==> config.mk <==
export PLATFORM = sky130hd
export DESIGN_NAME = data_sym_sched_flat
export DESIGN_NICKNAME = d
export VERILOG_FILES = /design/src/rtl/ofdm_pkg.sv /design/src/rtl/data_sym_sched_if.sv /design/src/rtl/data_sym_sched_carrier_class.sv /design/src/rtl/data_sym_sched.sv /design/src/flat_wrapper.sv
export SDC_FILE = /design/constraint.sdc
export NUM_CORES = 1
export LEC_CHECK = 0
export CAP_MARGIN = 5
export CORE_AREA = 3 3 85 87
export CTS_CLUSTER_SIZE = 16
export DETAILED_ROUTE_END_ITERATION = 10
export DIE_AREA = 0 0 88 90
export PLACE_DENSITY = 0.78
export SYNTH_ARGS = -nofsm -noshare
export SYNTH_HDL_FRONTEND = slang
export SYNTH_SLANG_ARGS = --single-unit
==> constraint.sdc <==
create_clock -name CLK_I -period 2.2 [get_ports CLK_I]
set_input_delay 0.44 -clock CLK_I [delete_from_list [all_inputs] [get_ports CLK_I]]
set_output_delay 0.44 -clock CLK_I [all_outputs]
set_load 0.02 [all_outputs]
==> src/rtl/ofdm_pkg.sv <==
// ----------------------------------------------------------------------------
// ofdm_pkg
// Shared constants and types for the 802.16 receive-side data-symbol
// sequencer: FFT size, guard/DC/pilot positions (as FFT bin numbers 0..255,
// where bin k carries logical subcarrier k-128), the sequencer state enum and
// the per-carrier classification flags.
// ----------------------------------------------------------------------------
package ofdm_pkg;

   localparam int NFFT     = 256;   // subcarriers per OFDM symbol
   localparam int N_DATA   = 192;   // data carriers per OFDM symbol
   localparam int GUARD_LO = 28;    // bins 0..27 are lower guard
   localparam int GUARD_HI = 27;    // bins 229..255 are upper guard
   localparam int DC_POS   = 128;   // logical carrier 0
   localparam int N_PILOT  = 8;

   // Pilots at logical -88, -63, -38, -13, +13, +38, +63, +88.
   localparam logic [7:0] PILOT_POS [N_PILOT] = '{
      8'd40, 8'd65, 8'd90, 8'd115, 8'd141, 8'd166, 8'd191, 8'd216
   };

   typedef enum logic [1:0] {
      IDLE  = 2'd0,
      RUN   = 2'd1,
      FLUSH = 2'd2
   } state_t;

   typedef struct packed {
      logic guard;
      logic dc;
      logic pilot;
      logic data;
   } carrier_flags_t;

   function automatic logic is_pilot(input logic [7:0] pos);
      logic hit;
      hit = 1'b0;
      for (int i = 0; i < N_PILOT; i++) begin
         if (pos == PILOT_POS[i]) hit = 1'b1;
      end
      return hit;
   endfunction

endpackage

==> src/rtl/data_sym_sched_if.sv <==
// ----------------------------------------------------------------------------
// data_sym_sched_if
// Wishbone-style streaming link carrying one complex subcarrier per beat.
//   dat [31:0]  subcarrier, [31:16] Im, [15:0] Re, signed Q1.15
//   we          write qualifier
//   stb         strobe (beat valid)
//   cyc         frame cycle
//   ack         beat accepted (driven by the slave)
// ----------------------------------------------------------------------------
interface data_sym_sched_if;

   logic [31:0] dat;
   logic        we;
   logic        stb;
   logic        cyc;
   logic        ack;

   modport master (output dat, output we, output stb, output cyc, input  ack);
   modport slave  (input  dat, input  we, input  stb, input  cyc, output ack);

endinterface

==> src/rtl/data_sym_sched_carrier_class.sv <==
// ----------------------------------------------------------------------------
// carrier_class
// Combinational classifier of an FFT bin position into guard / DC / pilot /
// data. Exactly one flag is set for every position.
//   pos   [7:0]  FFT bin 0..255 (logical carrier pos-128)
//   flags        {guard, dc, pilot, data}
// ----------------------------------------------------------------------------
module carrier_class
   import ofdm_pkg::*;
(
   input  logic [7:0]     pos,
   output carrier_flags_t flags
);

   localparam logic [7:0] LO_END   = 8'(GUARD_LO);
   localparam logic [7:0] HI_START = 8'(NFFT - GUARD_HI);
   localparam logic [7:0] DC_BIN   = 8'(DC_POS);

   logic guard;
   logic dc;
   logic pilot;

   // NOTE: every signal written in an always_comb is given a value on every
   // path (here unconditionally) so no latch can be inferred.
   always_comb begin
      guard = (pos < LO_END) || (pos >= HI_START);
      dc    = (pos == DC_BIN);
      pilot = is_pilot(pos);

      flags       = '0;
      flags.guard = guard;
      flags.dc    = dc;
      flags.pilot = pilot;
      flags.data  = ~(guard | dc | pilot);
   end

endmodule

==> src/rtl/data_sym_sched.sv <==
// ----------------------------------------------------------------------------
// data_sym_sched
// Per-frame sequencer in front of the QPSK data-symbol demapper. Takes 256
// equalised subcarriers per OFDM symbol from the upstream link, drops guard,
// DC and pilot bins and forwards the 192 data carriers downstream, framing
// NUM_SYM symbols in one downstream CYC burst.
//   CLK_I        system clock
//   RST_I        synchronous active-high reset
//   up           upstream link (slave side: DAT_I/WE_I/STB_I/CYC_I in, ACK_O out)
//   dn           downstream link (master side: DAT_O/WE_O/STB_O/CYC_O out, ACK_I in)
//   SYM_IDX_O    current symbol index within the frame
//   FRM_DONE_O   pulse when the frame's last data carrier is accepted downstream
//   ERR_O        pulse when the frame is aborted by CYC_I dropping mid-symbol
// ----------------------------------------------------------------------------
module data_sym_sched
   import ofdm_pkg::*;
#(
   parameter int NUM_SYM = 8
)(
   input  logic                    CLK_I,
   input  logic                    RST_I,
   data_sym_sched_if.slave         up,
   data_sym_sched_if.master        dn,
   output logic [7:0]              SYM_IDX_O,
   output logic                    FRM_DONE_O,
   output logic                    ERR_O
);

   localparam logic [7:0] SYM_LAST = 8'(NUM_SYM - 1);

   state_t         state;
   state_t         state_nxt;
   logic [7:0]     sc_cnt;
   logic [7:0]     sym_cnt;
   logic [31:0]    dat_q;
   logic           stb_q;
   logic           cyc_q;
   carrier_flags_t flags;

   logic out_halt;
   logic ena;
   logic ack_o;
   logic take;
   logic is_data;
   logic data_take;
   logic frame_end;
   logic abort;
   logic frm_done;
   logic err;

   carrier_class u_carrier_class (
      .pos   (sc_cnt),
      .flags (flags)
   );

   // Handshake terms. ACK_O stays low while a forwarded beat is stalled, so a
   // data take can never overwrite a DAT_O that has not been accepted yet.
   assign out_halt  = stb_q & ~dn.ack;
   assign ena       = up.cyc & up.stb & up.we;
   assign ack_o     = ena & ~out_halt & (state != FLUSH) & ~RST_I;
   assign take      = ena & ack_o;
   // The classifier flags are one-hot; masking with the drop flags keeps a
   // mis-mapped bin from ever reaching the demapper.
   assign is_data   = flags.data & ~(flags.guard | flags.dc | flags.pilot);
   assign data_take = take & is_data;
   assign frame_end = take & (sc_cnt == 8'hFF) & (sym_cnt == SYM_LAST);
   // CYC_I low exactly between symbols is a pause, not an abort.
   assign abort     = (state == RUN) & ~up.cyc & (sc_cnt != 8'd0);

   always_comb begin
      state_nxt = state;
      frm_done  = 1'b0;
      err       = 1'b0;
      case (state)
         IDLE: begin
            if (take) state_nxt = RUN;
         end
         RUN: begin
            if (abort) begin
               err       = 1'b1;
               state_nxt = IDLE;
            end else if (frame_end) begin
               state_nxt = FLUSH;
            end
         end
         FLUSH: begin
            // Done once no forwarded beat is left waiting downstream.
            if (~out_halt) begin
               frm_done  = 1'b1;
               state_nxt = IDLE;
            end
         end
         default: state_nxt = IDLE;
      endcase
   end

   // NOTE: sequential state uses non-blocking assignments so every register
   // samples the pre-edge value of every other register.
   always_ff @(posedge CLK_I) begin
      if (RST_I) begin
         state   <= IDLE;
         sc_cnt  <= '0;
         sym_cnt <= '0;
         dat_q   <= '0;
         stb_q   <= 1'b0;
         cyc_q   <= 1'b0;
      end else begin
         state <= state_nxt;

         if (abort) begin
            sc_cnt  <= '0;
            sym_cnt <= '0;
         end else if (take) begin
            sc_cnt <= sc_cnt + 8'd1;
            if (sc_cnt == 8'hFF) begin
               sym_cnt <= (sym_cnt == SYM_LAST) ? 8'd0 : sym_cnt + 8'd1;
            end
         end

         if (data_take) begin
            dat_q <= up.dat;
            stb_q <= 1'b1;
         end else if (dn.ack) begin
            stb_q <= 1'b0;
         end

         // CYC_O rises with the first forwarded beat; after an abort it is
         // held until the pending beat has drained.
         if (data_take) begin
            cyc_q <= 1'b1;
         end else if (frm_done) begin
            cyc_q <= 1'b0;
         end else if ((state == IDLE) && !stb_q) begin
            cyc_q <= 1'b0;
         end
      end
   end

   assign up.ack     = ack_o;
   assign dn.dat     = dat_q;
   assign dn.stb     = stb_q;
   assign dn.we      = stb_q;
   assign dn.cyc     = cyc_q;
   assign SYM_IDX_O  = sym_cnt;
   assign FRM_DONE_O = frm_done & ~RST_I;
   assign ERR_O      = err & ~RST_I;

endmodule

==> src/flat_wrapper.sv <==
// flat-port wrapper written by rule: the top's interface ports become plain ports
module data_sym_sched_flat import ofdm_pkg::*;
#(
   parameter int NUM_SYM = 8
)
  (CLK_I, RST_I, SYM_IDX_O, FRM_DONE_O, ERR_O, up_dat, up_we, up_stb, up_cyc, up_ack, dn_dat, dn_we, dn_stb, dn_cyc, dn_ack);
  data_sym_sched_if up_i ();
  data_sym_sched_if dn_i ();
  input  logic CLK_I;
  input  logic RST_I;
  output logic [7:0] SYM_IDX_O;
  output logic FRM_DONE_O;
  output logic ERR_O;
  input wire logic [$bits(up_i.dat)-1:0] up_dat;
  input wire logic [$bits(up_i.we)-1:0] up_we;
  input wire logic [$bits(up_i.stb)-1:0] up_stb;
  input wire logic [$bits(up_i.cyc)-1:0] up_cyc;
  output wire logic [$bits(up_i.ack)-1:0] up_ack;
  output wire logic [$bits(dn_i.dat)-1:0] dn_dat;
  output wire logic [$bits(dn_i.we)-1:0] dn_we;
  output wire logic [$bits(dn_i.stb)-1:0] dn_stb;
  output wire logic [$bits(dn_i.cyc)-1:0] dn_cyc;
  input wire logic [$bits(dn_i.ack)-1:0] dn_ack;
  assign up_i.dat = up_dat;
  assign up_i.we = up_we;
  assign up_i.stb = up_stb;
  assign up_i.cyc = up_cyc;
  assign up_ack = up_i.ack;
  assign dn_dat = dn_i.dat;
  assign dn_we = dn_i.we;
  assign dn_stb = dn_i.stb;
  assign dn_cyc = dn_i.cyc;
  assign dn_i.ack = dn_ack;
  data_sym_sched #(.NUM_SYM(NUM_SYM)) u_core (.CLK_I(CLK_I), .RST_I(RST_I), .up(up_i), .dn(dn_i), .SYM_IDX_O(SYM_IDX_O), .FRM_DONE_O(FRM_DONE_O), .ERR_O(ERR_O));
endmodule
==> impl_metrics.env <==
export IMPL_reg2reg_depth=10
export IMPL_num_vias=2131
export IMPL_grt_setup_unrepaired="yes"
export IMPL_yosysSeqAreaShare_pct=40.0
export IMPL_skew_ns=0.00582
export IMPL_r2r_end="u_core.dn.dat[5]"
export IMPL_htree_levels=2
export IMPL_diodes=0
export IMPL_path_cells="clkdlybuf4s50_1 > nor2b_2 > nor3_2 > buf_4 > nand2_1 > a311o_2 > buf_12 > buf_12 > mux2_4"
export IMPL_async_flop_share_pct=0
export IMPL_period_share_pct=101
export IMPL_critPathKind="in2reg"
export IMPL_finalWorstSetupSlack_ns=-0.0193
export IMPL_final_setup_viol_count=10
export IMPL_crit_path_top_delay_cell="clkdlybuf4s50_1"
export IMPL_cp_data_arrival_time_ns=2.42
export IMPL_drive_above_1_share_pct=27.6
export IMPL_relSlewSlack_pct=74.9
export IMPL_maxCapViolCount=0
export IMPL_final_util_pct=60.6
export IMPL_area_growth_pct=49.5
export IMPL_cp_start_kind="input port"
export IMPL_numCtsBuffers=5
export IMPL_pre_cts_slack_ns=-0.348
export IMPL_ir_drop_mv=0.287
export IMPL_top_level_ports=84
export IMPL_dieArea_sq_mm=0.00792
export IMPL_start_util_pct=40.5
export IMPL_power_density_mw_per_mm2=446
export IMPL_r2r_start="u_core.sc_cnt[0]"
export IMPL_grt_pass1_wl_um=10300
export IMPL_crit_family="buffers and inverters"
export IMPL_synth_edf_count=0
export IMPL_hold_path_class="reg2reg"
export IMPL_synth_avg_cell_area_sq_um=10.5
export IMPL_io_buffers=83
export IMPL_cp_depth=9
export IMPL_min_to="u_core.dn.cyc"
export IMPL_drt_pass1_iter_count=4
export IMPL_critPathBufInv=4
export IMPL_critical_path_most_common_cell="buf_12"
export IMPL_crit_path_max_fanout=7
export IMPL_ant_nets=0
export IMPL_gp_congestion=0.876
export IMPL_nFillCells=526
export IMPL_use_met1_pct=20.1
export IMPL_netlist_area_sq_mm=0.00260
export IMPL_gr_usage_met2_pct=26.9
export IMPL_status="complete, but fails checks"
export IMPL_cts_max_path_buffers=2
export IMPL_root_buffer="clkbuf_8"
export IMPL_ys_ff_latch=52
export IMPL_finalCriticalPeriod_ns=2.22
export IMPL_grt_max_degree=26
export IMPL_hold_viol=0
export IMPL_die_h_um=90
export IMPL_grt_total_usage_pct=15.9
export IMPL_tightest_slew_ns=0.376
export IMPL_placed_area_sq_mm=0.00360
export IMPL_drc_errors=0
export IMPL_hpwl_um=4490
export IMPL_cp_end_kind="flop"
export IMPL_wl_per_cell_um=14.8
export IMPL_ys_warnings_count=0
export IMPL_ys_types=42
export IMPL_mappedNetlistNets=290
export IMPL_syn_inst=247
export IMPL_ys_flop_type="dfxtp_1"
export IMPL_fin_tns_setup_ns=-0.132
export IMPL_fin_area_sq_mm=0.00389
export IMPL_leakagePower_nw=1.62
export IMPL_die_x_um=88
export IMPL_drtIter0Drc=76
export IMPL_max_stage_delay_ns=0.50
export IMPL_fmax_mhz=451
export IMPL_clk_pin_slew_ns=0.10
export IMPL_overflow=0
export IMPL_antenna_found_initial=0
export IMPL_violations="setup timing"
export IMPL_worstHoldStart="u_core.dn.cyc"
export IMPL_cp_required_ns=2.40
export IMPL_routed_wl_um=6360
export IMPL_vias_per_cell=4.97
export IMPL_whs_path_depth=2
export IMPL_cts_tree="built"
export IMPL_r2r_setup_slack_ns=-0.01
export IMPL_busiest_layer="met2"
export IMPL_insertion_delay_ns=0.30
export IMPL_coreArea_sq_mm=0.00642
export IMPL_num_rows=29
export IMPL_fin_nets=394
export IMPL_cts_sinks=52
export IMPL_grt_pass1_vias=2190
export IMPL_drv_slew=0
export IMPL_use_met3_pct=2.83
==> worst min-delay path: stages (launching register included) <==
cell and delay (ns):
dfxtp_1 0.32, o21ai_0 0.06, a21oi_1 0.06
==> area by class of cell <==
| class | count | area, sq um | area share (%) |
|---|---|---|---|
| tap | 77 | 96.3 | 2.48 |
| inverter | 5 | 18.8 | 0.482 |
| sequential | 52 | 1040 | 26.8 |
| timing repair buffer | 114 | 1120 | 28.8 |
| multi-input combinational | 173 | 1500 | 38.6 |
| clock buffer | 6 | 72.6 | 1.86 |
| clock inverter | 2 | 38.8 | 0.997 |
==> stage by stage <==
stage	hold WS, ns	power (W)	instances
after floorplan	0.514	0.000993	247
after global placement	0.469	0.00108	415
after detailed placement	0.474	0.00108	415
after CTS	0.488	0.00175	432
after global routing	0.517	0.00179	429
final	0.480	0.00173	429
==> what timing repair did <==
action                     4_1_cts  5_1_grt
setup endpoints to repair       33       36
resized for setup               31       17
hold buffers                     0        0
cloned                           3        0
buffers inserted                 6        1
pin swaps                        8        8
==> sequential cells by signal (all words and copies together), names as in the netlist <==
signal,count
u_core.SYM_IDX_O,8
u_core.dn.cyc,1
u_core.dn.dat,32
u_core.state,2
u_core.sc_cnt,8
u_core.dn.stb,1
==> cells by family after synthesis <==
logic type / synth area share [%]
and+or+nand+nor: 24.0
DFF: 40.0
muxes: 18.7
buffers and inverters: 6.35
AOI/OAI and AO/OA: 4.23
xor gates and xnor gates: 4.38
adders and majority gates: 2.40
==> layer usage <==
metal  vias up  routed length [um]  part of all wire [%]
met1      1007                2870                    45
met4         0                 109                   1.7
met5         -                   0                     0
met3         9                 257                   4.0
li1       1055                   -                     -
met2        60                3130                    49
==> layout by cell type (no fill, tap or decap), types with 3 or more instances in the layout <==
master / count
and2_1: 3
buf_6: 6
o21ai_2: 3
nand3_1: 6
nor2b_1: 34
mux2_2: 4
clkdlybuf4s50_1: 78
nand4_1: 7
inv_1: 3
mux2_4: 28
nand2_1: 4
buf_4: 23
dfxtp_1: 50
xor2_1: 11
clkbuf_8: 5
a21oi_1: 4
and3_1: 5
dlygate4sd2_1: 3
nor2_1: 21
==> power breakdown <==
| group | internal [W] | switching, W | leakage, nW |
|---|---|---|---|
| Clock | 0.000344 | 0.000326 | 0.0558 |
| Sequential | 0.000942 | 0.00000158 | 0.420 |
| Combinational | 0.0000788 | 0.0000414 | 1.15 |
| Total | 0.00137 | 0.000369 | 1.62 |
==> how the worst max path moves through the flow <==
stage | start | end
global route | u_core.sc_cnt[0] | u_core.dn.dat[5]
detailed placement | RST_I | u_core.dn.dat[31]
finish | dn_ack | u_core.dn.dat[5]
floorplan | u_core.sc_cnt[0] | u_core.dn.dat[0]
global placement | RST_I | up_ack
CTS | u_core.sc_cnt[1] | u_core.dn.dat[3]
==> synth_stat cells, types with 2 or more instances <==
cell type / number / area [sq um]
o21ai_0: 2 / 10.0
dfxtp_1: 52 / 1040
buf_6: 2 / 22.5
o21ai_1: 3 / 15.0
mux2i_1: 2 / 20.0
inv_1: 5 / 18.8
nor4_1: 2 / 12.5
buf_4: 4 / 30.0
nand3_1: 6 / 30.0
and3_1: 6 / 37.5
mux2_2: 4 / 45.0
and2_1: 3 / 18.8
nor2_1: 21 / 78.8
nand2_1: 4 / 15.0
nor2b_1: 35 / 219
nor3b_1: 3 / 22.5
buf_2: 3 / 15.0
a21oi_1: 6 / 30.0
xor2_1: 11 / 96.3
nand4_1: 7 / 43.8
nand2b_1: 3 / 18.8
ha_1: 5 / 62.6
xnor2_1: 2 / 17.5
buf_12: 3 / 60.1
mux2_4: 28 / 420
and4_1: 2 / 17.5
clkbuf_1: 5 / 18.8
nor4b_2: 2 / 30.0
and4b_1: 2 / 20.0
a31oi_1: 2 / 12.5
No activity file was read; power rests on OpenSTA's default activity.
